### config.mk
export PLATFORM = sky130hd
export DESIGN_NAME = exception_writeback_pipe
export DESIGN_NICKNAME = d
export VERILOG_FILES = /design/src/rtl/exception_writeback_pipe.sv
export SDC_FILE = /design/constraint.sdc
export NUM_CORES = 1
export LEC_CHECK = 0
export BUFFER_PORTS_ARGS = -buffer_cell sky130_fd_sc_hd__buf_2
export CORE_MARGIN = 5
export CORE_UTILIZATION = 54
export DETAILED_ROUTE_END_ITERATION = 7
export HOLD_SLACK_MARGIN = 0.1
export PLACE_DENSITY = 0.91
export SYNTH_ARGS = -nofsm -noshare
export SYNTH_HDL_FRONTEND = slang
export SYNTH_SLANG_ARGS = --single-unit
### constraint.sdc
create_clock -name clock -period 7.55 [get_ports clock]
set_input_delay 0 -clock clock [delete_from_list [all_inputs] [get_ports clock]]
set_output_delay 0 -clock clock [all_outputs]
set_load 0.01 [all_outputs]
### src/rtl/exception_writeback_pipe.sv
// X/M and M/W pipeline registers feeding the register-file write port.
// Overflowing add/sub/addi are redirected to $30 with their rstatus code.
module exception_writeback_pipe #(
  parameter int CNT_W = 16
) (
  input  logic             clock,
  input  logic             reset,
  input  logic             x_valid,
  input  logic [31:0]      x_insn,
  input  logic [31:0]      x_alu_result,
  input  logic             x_overflow,
  input  logic [31:0]      x_rstatus,
  input  logic             stall,
  input  logic             flush,
  input  logic [31:0]      m_load_data,
  output logic [31:0]      m_insn,
  output logic [31:0]      m_alu_result,
  output logic             wb_we,
  output logic [4:0]       wb_addr,
  output logic [31:0]      wb_data,
  output logic             exc_seen,
  output logic [CNT_W-1:0] exc_count
);
  localparam int STAGES = 2;

  localparam logic [4:0] OP_RTYPE = 5'b00000;
  localparam logic [4:0] OP_ADDI  = 5'b00101;
  localparam logic [4:0] OP_LW    = 5'b01000;
  localparam logic [4:0] OP_JAL   = 5'b00011;
  localparam logic [4:0] OP_SETX  = 5'b10101;
  localparam logic [4:0] ALU_ADD  = 5'b00000;
  localparam logic [4:0] ALU_SUB  = 5'b00001;

  typedef struct packed {
    logic [31:0] insn;
    logic [31:0] alu_result;
    logic        exc;
    logic [31:0] rstatus;
  } xm_t;

  typedef struct packed {
    xm_t         xm;
    logic [31:0] load_data;
  } mw_t;

  logic [STAGES:1] vld_pipe;  // [1] = X/M, [2] = M/W
  xm_t xm_d, xm_q;
  mw_t mw_q;
  logic x_exc;

  // Only add, sub and addi can raise an overflow exception
  always_comb begin
    x_exc = x_overflow &
            (((x_insn[31:27] == OP_RTYPE) &&
              ((x_insn[6:2] == ALU_ADD) || (x_insn[6:2] == ALU_SUB))) ||
             (x_insn[31:27] == OP_ADDI));
    xm_d = '0;
    if (x_valid) begin
      xm_d.insn       = x_insn;
      xm_d.alu_result = x_alu_result;
      xm_d.exc        = x_exc;
      xm_d.rstatus    = x_rstatus;
    end
  end

  // Flush wins over stall on X/M; M/W only advances when not stalled
  always_ff @(posedge clock or posedge reset) begin
    if (reset) begin
      vld_pipe  <= '0;
      xm_q      <= '0;
      mw_q      <= '0;
      exc_count <= '0;
    end else begin
      if (flush) begin
        vld_pipe[1] <= 1'b0;
        xm_q        <= '0;
      end else if (!stall) begin
        vld_pipe[1] <= x_valid;
        xm_q        <= xm_d;
      end
      if (!stall) begin
        vld_pipe[2] <= vld_pipe[1];
        mw_q        <= '{xm: xm_q, load_data: m_load_data};
      end
      if (exc_seen && !stall && (exc_count != '1))
        exc_count <= exc_count + 1'b1;
    end
  end

  assign m_insn       = xm_q.insn;
  assign m_alu_result = xm_q.alu_result;
  assign exc_seen     = vld_pipe[2] & mw_q.xm.exc;

  always_comb begin
    wb_we   = 1'b0;
    wb_addr = 5'd0;
    wb_data = 32'd0;
    if (vld_pipe[2]) begin
      if (mw_q.xm.exc) begin
        wb_we   = 1'b1;
        wb_addr = 5'd30;
        wb_data = mw_q.xm.rstatus;
      end else begin
        unique case (mw_q.xm.insn[31:27])
          OP_RTYPE, OP_ADDI: begin
            wb_we   = 1'b1;
            wb_addr = mw_q.xm.insn[26:22];
            wb_data = mw_q.xm.alu_result;
          end
          OP_LW: begin
            wb_we   = 1'b1;
            wb_addr = mw_q.xm.insn[26:22];
            wb_data = mw_q.load_data;
          end
          OP_JAL: begin
            wb_we   = 1'b1;
            wb_addr = 5'd31;
            wb_data = mw_q.xm.alu_result;
          end
          OP_SETX: begin
            wb_we   = 1'b1;
            wb_addr = 5'd30;
            wb_data = {5'b0, mw_q.xm.insn[26:0]};
          end
          default: ;
        endcase
        // $0 is hardwired; normal writes to it are dropped
        if (wb_addr == 5'd0) wb_we = 1'b0;
      end
    end
  end
endmodule
==> impl_results.md <==
- Synth Area in Compound Gates: 14.2%
- Via count: 8419
- DR WL/cell: 22.0 um
- Mapped Cells: 845
- Hold path endpoint: mw_q[4]$_DFFE_PP0N_
- Crit-path max FO: 21
- Initial Util: 55.0%
- Tightest Pin Transition: 1.11 ns
- Status: finished clean
- Reg2reg path depth: 5
- Post-route ant nets: 0
- Worst r2r dst: exc_count[10]$_DFFE_PP0P_
- Core area: 19600 sq um
- Register bit count reported by yosys: 244
- Total GRT Usage: 27.3%
- Placed Instances: 1251
- Worst setup margin: 4.56 ns
- Largest cells by area after synthesis: dfrtp_1, mux2_2, a22o_1
- Reg clk slew, reported paths: 0.06 ns
- Post_cts resized: 0
- Seq/Total Area, Yosys: 56.6%
- Via/cell ratio: 5.88
- Critical Setup Path Class: reg -> out
- Maximum clock rate: 335 MHz
- I/O pins: 253
- Vias in the first global route: 9034
- Adder-Cell Fraction of Synth Area: 0.116%
- Total congestion overflow: 0
- Power after layout: 3.04 mW
- Hold Fails Final Rpt: 0
- Clock sink count: 244
- Unique masters post-synth: 53
- Largest net degree at the start of global routing: 91
- CTS tree: done
- Worst flop-to-flop path startpoint: exc_count[0]$_DFFE_PP0P_
- CP Launch Type: flip-flop
- Crit path DAT: 2.99 ns
- Worst IR Drop VDD: 0.000164 V
- Non-Filler Instances: 1432
- Most used routing layer: met2
- Post-synth net total: 980
- Largest family of logic cells by synthesized area: compound AO/OA/AOI/OAI gates
- Antenna violations before repair: 7
- Post-Route WL: 31600 um
- CTS Buffer Depth: 3
- Mux cell area share after synthesis: 13.7%
- Layout cells sized above 1: 38.7%
- Period utilisation layout: 39.6%
- Port Buffers: 252
- Fillcell total: 1244
- Area grow syn2layout: 28.9%
- Cell count of the worst hold path: 2
- Hold_sp: stall
- RSZ-0062 raised after global routing: false
- Post-CTS Setup Repair Bufs: 0
- Final Critical Period: 2.99 ns
- Syn_area_per_cell: 12.8 sq um
- Dpl hpwl: 18000 um
- Die area: 22900 sq um
- Routing usage on met2: 46.3%
- XOR/XNOR share of the synthesized area: 1.06%
- Setup TNS: 0 ns
- Global-route wire length before repair: 48900 um
- Final worst clock skew: 0.0113 ns
- Top cell type's share of synthesized area: 56.6%
- DRT Pass-1 Iters: 6
- Clock Latency Late Sink: 0.51 ns
- Dpl ws: 4.93 ns
- H-tree levels: 1
- Met1 Use GR: 33.5%
- Final Wtd Congestion: 0.807
- Lkg Pwr: 6.90 nW
- Slew Limit Fails: 0
- Num rows: 51
- Flop-to-flop setup slack: 5.62 ns
- Die Y-Extent: 151 um
- CTS Root Cell: clkbuf_16
- Area leader, netlist: dfrtp_1
- DR iter-0 viols: 475
- PD cells: 219 nW/um^2
- Post-layout nets: 1279
- Setup Viol. Count Final: 0
- Drt drc: 0
- Worst slew margin: 25.7%
- Die width: 151 um
- Hold buffer count at cts: 130
- CTS Buf Count: 26
- Simple-Gate Fraction of Synth Area: 6.85%
- Met3 Track Usage GR: 6.25%
- MaxCap Viol Count: 0
- Hold slack: 0.102 ns
- Synthesized cell area: 10800 sq um
- Yosys Warn Count: 0
- Worst min path class: in -> reg
- Kind of end point of the critical path: primary output
- Critical Path RT: 7.55 ns
-- synthesized netlist by cell type (all sizes together) --
library cell / n
nand3: 5
a21o: 1
nand4: 6
xnor2: 4
a21oi: 5
and3: 1
or3b: 1
ha: 1
nor3: 5
mux2: 131
o21a: 2
inv: 5
or2: 2
and4: 1
nand4b: 1
and2: 2
a32oi: 27
nand2b: 2
clkbuf: 42
a211oi: 1
nor2b: 2
o32a: 1
buf: 79
o32ai: 2
a22oi: 5
a222oi: 1
nor4: 8
nor2: 9
nor3b: 1
a22o: 97
a32o: 1
nand3b: 3
and4b: 1
o21ai: 8
xor2: 9
dfrtp: 244
a21boi: 31
nand2: 93
nor4b: 2
or4: 3
-- per-stage QoR --
step           area [sq um]  util (%)
3_3_place_gp          11700      59.7
5_1_grt               13900      70.9
6_report              13900      71.0
4_1_cts               13900      70.9
2_1_floorplan         10800         -
3_5_place_dp          11700      59.7
-- critical path: stages, from the launching register on --
cell	delay [ns]
dfrtp_1	0.48
or4_4	0.58
o32ai_4	0.38
buf_4	0.41
nand2_1	0.10
a32oi_1	0.30
buf_2	0.20
-- placed cells by master (no fill, tap or decap), types with 6 or more instances in the layout --
| master | count |
|---|---|
| buf_4 | 10 |
| dlygate4sd3_1 | 130 |
| mux2_2 | 131 |
| clkbuf_8 | 9 |
| a21boi_0 | 31 |
| dfrtp_1 | 244 |
| xor2_1 | 9 |
| a32oi_1 | 27 |
| nor2_1 | 8 |
| a22o_1 | 97 |
| nand2_1 | 93 |
| nor4_1 | 6 |
| clkbuf_16 | 27 |
| buf_2 | 251 |
-- kinds of logic (layout without fill, tap and decap cells) --
family / Yosys count / count (layout)
compound gates: 182 / 182
xor+xnor: 13 / 13
fa+ha+maj: 1 / 1
buf+inv: 126 / 443
flops: 244 / 244
mux: 131 / 131
other cells: 0 / 5
simple gates: 148 / 148
-- per-layer routing --
| metal | part of all wire (%) | vias up |
|---|---|---|
| met2 | 50 | 488 |
| met5 | 0.11 | - |
| met4 | 4.1 | 6 |
| met1 | 37 | 4193 |
| li1 | - | 3620 |
| met3 | 8.6 | 112 |
-- power by group --
group	switching, mW	internal, mW
Clock	0.504	0.806
Sequential	0.0496	1.37
Combinational	0.153	0.155
-- worst max-delay path by stage --
stage	start	slack, ns	endpoint	depth (start not counted)
3_5_place_dp	stall	4.93	m_alu_result[26]$_DFFE_PP0P_	4
5_1_grt	mw_q[124]$_DFFE_PP0N_	4.44	wb_data[21]	6
2_1_floorplan	reset	0.85	exc_count[0]$_DFFE_PP0P_	1
4_1_cts	mw_q[124]$_DFFE_PP0N_	4.61	wb_data[21]	6
3_3_place_gp	stall	5.01	m_insn[20]$_DFFE_PP0P_	4
6_report	mw_q[124]$_DFFE_PP0N_	4.56	wb_data[16]	6
-- flip-flops by register name (all words and copies together) (netlist names) --
signal / flops
m_alu_result: 32
mw_q: 129
vld_pipe: 2
exc_count: 16
xm_q: 33
m_insn: 32
-- area by class of cell --
type | instances | area [sq um] | share of cell area, %
Antenna cell | 5 | 12.5 | 0.0900
Sequential cell | 244 | 6110 | 43.9
Multi-Input combinational cell | 475 | 3880 | 27.9
Tap cell | 265 | 332 | 2.39
Clock buffer | 40 | 815 | 5.86
Inverter | 5 | 26.3 | 0.189
Timing Repair Buffer | 392 | 2640 | 19.0
Clock inverter | 6 | 82.6 | 0.594
Power figures use the tool's default switching activity.
